===== config.mk =====
export PLATFORM = sky130hd
export DESIGN_NAME = priority_encoder_lr
export DESIGN_NICKNAME = d
export VERILOG_FILES = /design/src/rtl/priority_onehot_lsb.sv /design/src/rtl/priority_encoder_lr.sv
export SDC_FILE = /design/constraint.sdc
export NUM_CORES = 1
export LEC_CHECK = 0
export BUFFER_PORTS_ARGS = -buffer_cell sky130_fd_sc_hd__buf_4
export CAP_MARGIN = 30
export CORE_MARGIN = 5
export CORE_UTILIZATION = 47
export DETAILED_ROUTE_END_ITERATION = 10
export MAX_ROUTING_LAYER = met4
export PLACE_DENSITY = 0.81
export SLEW_MARGIN = 10
export SYNTH_ARGS = -nofsm -noshare
export SYNTH_HDL_FRONTEND = slang
export SYNTH_SLANG_ARGS = --single-unit

===== constraint.sdc =====
create_clock -name clk_i -period 3 [get_ports clk_i]
set_input_delay 0.45 -clock clk_i [delete_from_list [all_inputs] [get_ports clk_i]]
set_output_delay 0.45 -clock clk_i [all_outputs]
set_load 0.1 [all_outputs]

===== src/rtl/priority_onehot_lsb.sv =====
// Combinational lowest-set-bit isolator: returns a one-hot vector marking the
// least-significant 1 of i_data, or all-zero when i_data is zero.
module priority_onehot_lsb #(
  parameter int WIDTH = 16
) (
  input  logic [WIDTH-1:0] data_i,
  output logic [WIDTH-1:0] onehot_o
);

  logic [WIDTH-1:0] w_neg;

  // Two's complement negation; ANDing with the original leaves only the lowest 1.
  always_comb begin
    w_neg    = ~data_i + {{(WIDTH-1){1'b0}}, 1'b1};
    onehot_o = data_i & w_neg;
  end

endmodule


===== src/rtl/priority_encoder_lr.sv =====
// Registered two-sided priority encoder: for each valid word, reports the
// highest set bit (left) and lowest set bit (right) as one-hot vectors, one
// cycle later. The left side reuses the lowest-bit isolator on the
// bit-reversed word and reverses the result back.
module priority_encoder_lr #(
  parameter int WIDTH = 16
) (
  input  logic             clk_i,
  input  logic             srst_i,
  input  logic [WIDTH-1:0] data_i,
  input  logic             data_val_i,
  output logic [WIDTH-1:0] data_left_o,
  output logic [WIDTH-1:0] data_right_o,
  output logic             deser_data_val_o
);

  logic [WIDTH-1:0] w_data_rev;
  logic [WIDTH-1:0] w_left_rev;
  logic [WIDTH-1:0] w_left;
  logic [WIDTH-1:0] w_right;

  logic [WIDTH-1:0] r_left_p0;
  logic [WIDTH-1:0] r_right_p0;
  logic             r_vld_p0;

  for (genvar g = 0; g < WIDTH; g++) begin : g_rev_in
    assign w_data_rev[g] = data_i[WIDTH-1-g];
  end

  priority_onehot_lsb #(.WIDTH(WIDTH)) u_lsb_right (
    .data_i   (data_i),
    .onehot_o (w_right)
  );

  priority_onehot_lsb #(.WIDTH(WIDTH)) u_lsb_left (
    .data_i   (w_data_rev),
    .onehot_o (w_left_rev)
  );

  for (genvar g = 0; g < WIDTH; g++) begin : g_rev_out
    assign w_left[g] = w_left_rev[WIDTH-1-g];
  end

  // Output stage: capture results for accepted words, clear everything
  // otherwise so idle cycles and reset both present all-zero outputs.
  always_ff @(posedge clk_i) begin
    if (srst_i) begin
      r_left_p0  <= '0;
      r_right_p0 <= '0;
      r_vld_p0   <= 1'b0;
    end else if (data_val_i) begin
      r_left_p0  <= w_left;
      r_right_p0 <= w_right;
      r_vld_p0   <= 1'b1;
    end else begin
      r_left_p0  <= '0;
      r_right_p0 <= '0;
      r_vld_p0   <= 1'b0;
    end
  end

  assign data_left_o      = r_left_p0;
  assign data_right_o     = r_right_p0;
  assign deser_data_val_o = r_vld_p0;

endmodule


**Word level (Yosys, flattened, before mapping)**

Cells that the tools add are included.
W data, S select, Z words.

- Register bits after elaboration: 33
- Output and inout port bits: 33
- Logic and storage cells: 12

- Add/sub/neg operators: 2
- Mux-type cells: 1
- Bitwise operators: 5
- Reductions and logical operators: 1

Operator list:

| cell | count |
|---|---|
| $add A16 B1 Y16 const B | 2 |
| $and A16 B16 Y16 | 2 |
| $not A16 Y16 | 2 |
| $reduce_or A2 Y1 | 1 |
| $mux W1 | 1 |
| $not A1 Y1 | 1 |

**Logic depth before layout (Yosys ltp)**

Gate-level depths: netlist of run 1.

- Word-level depth: 3
- Mapped depth: 3
- Mapped depth without buffers: 3

**Cells and area by module**

Synthesis of run 1 repeated with hierarchy kept, for this count alone.

- Cell total of the unflattened synthesis: 134
- Area total of the unflattened synthesis: 1450.1 µm²

By module, submodules not included:

| module | instances | cells an instance | area each (µm²) | seq. area each (µm²) |
|---|---|---|---|---|
| priority_encoder_lr | 1 | 72 | 977.2 | 660.6 |
| priority_onehot_lsb | 2 | 31 | 236.5 | 0.0 |

**Worst setup path after synthesis of run 1**

OpenSTA, ideal clock, no wires.

- Path type: input to register
- Start point: input port data_i[15]
- End point: register r_left_p0[3], in the netlist data_left_o[3]
- Library setup time: 0.062 ns
- Arrival time: 1.407 ns
- Slack: 1.531 ns
- Stages: 3
- Path buffers: 0
- Path through: or4b_4 -> nor3b_4 -> and4_1

- Word-level cells in the longest chain between the ends: 3

RTL lines:

| what | line | RTL |
|---|---|---|
| start, declared | priority_encoder_lr.sv:10 | `input logic [WIDTH-1:0] data_i,` |
| $not A16 Y16 | priority_onehot_lsb.sv:14 | `w_neg = ~data_i + {{(WIDTH-1){1'b0}}, 1'b1};` |
| $add A16 B1 Y16 | priority_onehot_lsb.sv:14 |  |
| $and A16 B16 Y16 | priority_onehot_lsb.sv:15 | `onehot_o = data_i & w_neg;` |
| end signal, assigned | priority_encoder_lr.sv:52 | `r_left_p0 <= w_left;` |
| end, declared | priority_encoder_lr.sv:22 | `logic [WIDTH-1:0] r_left_p0;` |

No other way between the ends.
A chain may end at the register's enable or synchronous reset.

**Final worst setup path of run 1**

- Start point: register r_left_p0[1], in the netlist data_left_o[1]
- End point: output port data_left_o[1]

RTL lines:

| what | line | RTL |
|---|---|---|
| end, declared | priority_encoder_lr.sv:12 | `output logic [WIDTH-1:0] data_left_o,` |

No word-level cell between the ends.

==> results of run 1 <==
==> placed cells by master (no fill, tap or decap), types with 2 or more instances in the layout <==
| cell type | count |
|---|---|
| nor2b_1 | 2 |
| buf_4 | 51 |
| clkbuf_1 | 3 |
| and4_1 | 6 |
| nor3b_1 | 2 |
| nor3_1 | 2 |
| nor2_1 | 13 |
| and3_1 | 10 |
| and2_1 | 7 |
| nor4_1 | 5 |
| and2_2 | 2 |
| dfxtp_1 | 33 |
| clkbuf_4 | 5 |
| nand2_1 | 2 |
| and3b_1 | 2 |
==> metal layers <==
layer | part of all wire [%] | global-route usage, %
met3 | 7.6 | 4.90
met2 | 51 | 27.6
met1 | 39 | 17.1
met4 | 2.4 | 9.27
met5 | 0 | -
==> sequential cells by signal (all words and copies together) (netlist names) <==
register	count
data_left_o	16
deser_data_val_o	1
data_right_o	16
==> power groups by stage <==
| stage | Sequential (uW) | Combinational (uW) | Clock [uW] |
|---|---|---|---|
| finish | 442 | 79.4 | 218 |
| global route | 442 | 85.6 | 241 |
| floorplan | 478 | 13.4 | 0 |
| CTS | 442 | 79.3 | 222 |
| global placement | 452 | 78.2 | 0 |
| detailed placement | 452 | 79.1 | 0 |
==> stage by stage <==
stage	util [%]	worst slack, ps
after floorplan	-	1530
final	70.2	1590
after global routing	70.2	1520
after CTS	70.2	1590
after global placement	68.0	1250
after detailed placement	68.0	1300
==> cells by family after synthesis <==
| group | after synthesis | synth area share (%) |
|---|---|---|
| buf+inv | 1 | 0.350 |
| flops | 33 | 61.6 |
| simple gates | 62 | 38.0 |
==> final timing paths <==
| check | from | end |
|---|---|---|
| worst max-delay path | data_left_o[1]$_SDFF_PP0_ | data_left_o[1] |
| worst min-delay path | data_i[1] | data_right_o[2]$_SDFF_PP0_ |
==> final cells by class <==
| cell class | count | area [sq um] | area share [%] |
|---|---|---|---|
| Inverter | 1 | 3.75 | 0.244 |
| Tap cell | 28 | 35.0 | 2.28 |
| Multi-Input combinational cell | 62 | 408 | 26.5 |
| Clock buffer | 8 | 48.8 | 3.17 |
| Sequential cell | 33 | 661 | 42.9 |
| Timing Repair Buffer | 51 | 383 | 24.9 |
==> impl_metrics.env, run 1 <==
export IMPL_outcome="finished, final reports clean"
export IMPL_grt_util_all_layers_pct=16.5
export IMPL_cpMaxStageDelayCell="dfxtp_1"
export IMPL_routed_wl_mm=2.45
export IMPL_critical_path_top_delay_family="flip-flops"
export IMPL_max_freq_mhz=711
export IMPL_cts_root_buf="clkbuf_4"
export IMPL_dp_cells=175
export IMPL_grt_pass1_wl_mm=4.08
export IMPL_syn_area_sq_um=1070
export IMPL_p_leak_uw=0.000757
export IMPL_drcViolationCount=0
export IMPL_synth_most_common_cell="dfxtp_1"
export IMPL_maxSlewHeadroom_pct=62.1
export IMPL_min_path_cells=2
export IMPL_ys_ff_latch=33
export IMPL_path_clk_slew_ps=90
export IMPL_synth_warnings=0
export IMPL_path_max_fanout=1
export IMPL_powerDensity_nw_per_um2=481
export IMPL_gp_congestion=0.861
export IMPL_finalHoldViolations=0
export IMPL_worst_path_buf_inv=1
export IMPL_holdWs_ps=322
export IMPL_die_w_um=57.8
export IMPL_p_seq_share_pct=59.8
export IMPL_avgRoutedWirePerCell_um=13.4
export IMPL_clkPwrFrac_pct=29.5
export IMPL_switchingPower_uw=177
export IMPL_synthTopCellsByCount="dfxtp_1 (33), nor2_1 (13), and3_1 (10), and2_1 (7), and4_1 (6)"
export IMPL_required_ps=2550
export IMPL_dp_hpwl_mm=1.99
export IMPL_rsz0062_at_grt="false"
export IMPL_finalNonFillerCells=183
export IMPL_cts_resized=0
export IMPL_firstDrtPassIters=4
export IMPL_ir_worst_vdd_mv=0.363
export IMPL_ant_nets=0
export IMPL_syn_inst=96
export IMPL_antenna_cells=0
export IMPL_p_total_uw=740
export IMPL_fp_row_count=17
export IMPL_hold_buffers=0
export IMPL_cts_sinks=33
export IMPL_fin_tns_setup_ps=0
export IMPL_synth_nets=115
export IMPL_worst_setup_path_end_kind="output port"
export IMPL_portBuffers=51
export IMPL_drt_vias_per_instance=4.87
export IMPL_cts_buffers=5
export IMPL_arrival_ps=960
export IMPL_dpl_instance_area_sq_um=1490
export IMPL_tightestPinTransition_ps=568
export IMPL_drive_above_1_share_pct=40.6
export IMPL_core_sq_um=2190
export IMPL_async_reset_ff_share_pct=0
export IMPL_ys_types=22
export IMPL_postCtsSetupBuffers=0
export IMPL_p_int_uw=562
export IMPL_combPwrFrac_pct=10.7
export IMPL_initial_utilization_pct=48.9
export IMPL_synth_edf_count=0
export IMPL_maxCapViolCount=0
export IMPL_min_path_type="in2reg"
export IMPL_cp_start_kind="flop"
export IMPL_synth_ff_type="dfxtp_1"
export IMPL_antenna_found_initial=0
export IMPL_drt_iter0_drc=18
export IMPL_grt_overflow=0
export IMPL_yosys_area_top_type="dfxtp_1"
export IMPL_io_pin_count=52
export IMPL_syn_area_per_cell_sq_um=11.2
export IMPL_synth_top_area_share_pct=61.6
export IMPL_fin_crit_sh_pct=46.9
export IMPL_path_depth=1
export IMPL_die_h_um=57.8
export IMPL_stdcell_area_sq_um=1540
export IMPL_ys_seq_area_share_pct=61.6
export IMPL_area_growth_pct=43.5
export IMPL_ctsHtreeMaxLevel=2
export IMPL_yosys_top_cells_area="dfxtp_1 (62%), and3_1 (5.8%), and4_1 (4.9%)"
export IMPL_die_area_sq_um=3340
export IMPL_grt_pass1_vias=915
export IMPL_critPathMaxStageDelay_ps=340
export IMPL_cts_tree="built"
export IMPL_clockBufferDepth=2
export IMPL_slew_viol_final=0
export IMPL_fin_nets=173
export IMPL_p_sw_share_pct=24.0
export IMPL_grt_max_degree=10
export IMPL_via_count=892
export IMPL_path_cells="buf_4"
export IMPL_path_class="reg2out"
export IMPL_setup_violations=0
export IMPL_period_needed_ps=1410
export IMPL_n_fill_cell=172
Note: power is estimated with default switching activity, not from simulation.
==> run 2, diff against run 1 <==
- ABC_AREA: unset -> 1
- CORE_UTILIZATION: 47 -> 45
- PLACE_DENSITY: 0.81 -> 0.77
- clock period: 3 -> 1.42 ns (I/O delays scaled with it)
==> run 2 against run 1 <==
Sequential cell count did not move; via count grew 32%; worst hold slack worse by 280 ps; wire length up 27%; first-iteration DRC count increased by 100%; critical path depth unchanged; largest cell class unchanged; largest power group unchanged.
==> impl_metrics.env, run 2 <==
export IMPL_synth_edf_count=0
export IMPL_dpl_instance_area_sq_um=1570
export IMPL_fp_row_count=18
export IMPL_routed_wl_mm=3.11
export IMPL_slew_viol_final=0
export IMPL_worst_setup_path_end_kind="output port"
export IMPL_tightestPinTransition_ps=336
export IMPL_hold_buffers=0
export IMPL_fin_crit_sh_pct=82.8
export IMPL_path_max_fanout=1
export IMPL_period_needed_ps=1180
export IMPL_drt_vias_per_instance=4.88
export IMPL_async_reset_ff_share_pct=0
export IMPL_cts_sinks=33
export IMPL_max_freq_mhz=851
export IMPL_initial_utilization_pct=47.0
export IMPL_grt_pass1_wl_mm=5.08
export IMPL_gp_congestion=0.875
export IMPL_syn_area_per_cell_sq_um=7.61
export IMPL_min_path_type="in2reg"
export IMPL_syn_inst=153
export IMPL_post_place_ws_ps=257
export IMPL_synthTopCellsByCount="nor2_1 (47), dfxtp_1 (33), nand2_1 (30), inv_1 (15), nand3_1 (12)"
export IMPL_grt_overflow=0
export IMPL_multi_input_area_sq_um=433
export IMPL_cts_root_buf="clkbuf_4"
export IMPL_path_class="reg2out"
export IMPL_stdcell_area_sq_um=1660
export IMPL_powerDensity_nw_per_um2=1120
export IMPL_fin_ws_ps=244
export IMPL_ys_ff_latch=33
export IMPL_maxSlewHeadroom_pct=77.5
export IMPL_fin_nets=229
export IMPL_cts_resized=0
export IMPL_setup_violations=0
export IMPL_path_cells="buf_4"
export IMPL_via_count=1176
export IMPL_grt_max_degree=15
export IMPL_grt_pass1_vias=1134
export IMPL_path_depth=1
export IMPL_synth_warnings=0
export IMPL_seq_area_sq_um=661
export IMPL_ctsHtreeMaxLevel=2
export IMPL_fin_tns_setup_ps=0
export IMPL_worst_path_buf_inv=1
export IMPL_critPathMaxStageDelay_ps=340
export IMPL_maxCapViolCount=0
export IMPL_avgRoutedWirePerCell_um=12.9
export IMPL_p_leak_uw=0.000761
export IMPL_firstDrtPassIters=4
export IMPL_synth_nets=172
export IMPL_critical_path_top_delay_family="flip-flops"
export IMPL_postCtsSetupBuffers=0
export IMPL_synth_most_common_cell="nor2_1"
export IMPL_portBuffers=51
export IMPL_cpMaxStageDelayCell="dfxtp_1"
export IMPL_crit_end="data_right_o[13]"
export IMPL_outcome="finished, final reports clean"
export IMPL_yosys_top_cells_area="dfxtp_1 (57%), nor2_1 (15%), nand2_1 (9.7%)"
export IMPL_crit_start="data_right_o[13]$_SDFF_PP0_"
export IMPL_die_h_um=60.9
export IMPL_grt_util_all_layers_pct=19.8
export IMPL_ys_seq_area_share_pct=56.7
export IMPL_finalHoldViolations=0
export IMPL_cp_start_kind="flop"
export IMPL_syn_area_sq_um=1160
export IMPL_required_ps=1210
export IMPL_drive_above_1_share_pct=28.9
export IMPL_synth_ff_type="dfxtp_1"
export IMPL_cts_buffers=5
export IMPL_synth_top_area_share_pct=56.7
export IMPL_ant_nets=0
export IMPL_io_pin_count=52
export IMPL_die_area_sq_um=3710
export IMPL_path_clk_slew_ps=100
export IMPL_antenna_cells=0
export IMPL_min_path_cells=2
export IMPL_rsz0062_at_grt="false"
export IMPL_antenna_found_initial=0
export IMPL_ys_types=12
export IMPL_drcViolationCount=0
export IMPL_area_growth_pct=42.4
export IMPL_dp_hpwl_mm=2.47
export IMPL_core_sq_um=2480
export IMPL_cts_tree="built"
export IMPL_mostFrequentLayoutCells="buf_4 (51), nor2_1 (47), dfxtp_1 (33)"
export IMPL_final_common_cell="buf_4"
export IMPL_ir_worst_vdd_mv=1.13
export IMPL_drt_iter0_drc=36
export IMPL_die_w_um=60.9
export IMPL_clockBufferDepth=2
export IMPL_n_fill_cell=211
export IMPL_arrival_ps=960
export IMPL_yosys_area_top_type="dfxtp_1"
## run 2: cell count changes in the layout (fill, tap and decap cells not counted), moves of 4 or more
| cell | delta |
|---|---|
| and2_1 | -6 |
| and3_1 | -10 |
| and4_1 | -6 |
| inv_1 | +14 |
| nand2_1 | +28 |
| nand3_1 | +11 |
| nand4_1 | +4 |
| nor2_1 | +34 |
| nor3_1 | +5 |
| nor4_1 | -5 |
## run 2: worst min path at each step
stage | from | end
finish | data_i[0] | data_right_o[1]$_SDFF_PP0_
global route | data_i[0] | data_right_o[1]$_SDFF_PP0_
CTS | data_i[0] | data_right_o[1]$_SDFF_PP0_
detailed placement | data_i[15] | data_left_o[14]$_SDFF_PP0_
global placement | data_i[0] | data_right_o[1]$_SDFF_PP0_
floorplan | data_i[15] | data_left_o[14]$_SDFF_PP0_
## run 2: per-layer routing
layer  part of all wire, %  track usage (%)  vias up
met2                    48             31.8       65
met4                   2.2             8.67        0
met3                   9.9             7.66        9
met5                     0                -        -
met1                    40             21.6      515
li1                      -                -      587
## run 2: final cells by class
| class | instances | share of cell area [%] |
|---|---|---|
| multi-input cells | 103 | 26.1 |
| clock inverters | 1 | 1.81 |
| inverters | 16 | 3.62 |
| clock buffers | 7 | 3.32 |
| repair buffers | 51 | 23.1 |
| flip-flops and latches | 33 | 39.8 |
| well taps | 30 | 2.26 |
## run 2: report_power, final
| part | internal (uW) | switching [uW] |
|---|---|---|
| Clock | 420 | 294 |
| Sequential | 932 | 1.96 |
| Combinational | 60.8 | 142 |
## run 2: kinds of logic after synthesis
logic type | share of synthesized area (%)
and+or+nand+nor | 37.2
DFF | 56.7
buffers and inverters | 6.12
## run 2: per-stage QoR
step           power, uW  instances  util [%]  hold slack, ps
2_1_floorplan       1070        153         -             285
3_3_place_gp        1150        233      63.5             396
3_5_place_dp        1160        233      63.5             395
4_1_cts             1860        241      67.0            28.3
5_1_grt             1940        241      67.0            19.3
6_report            1850        241      67.0            43.0
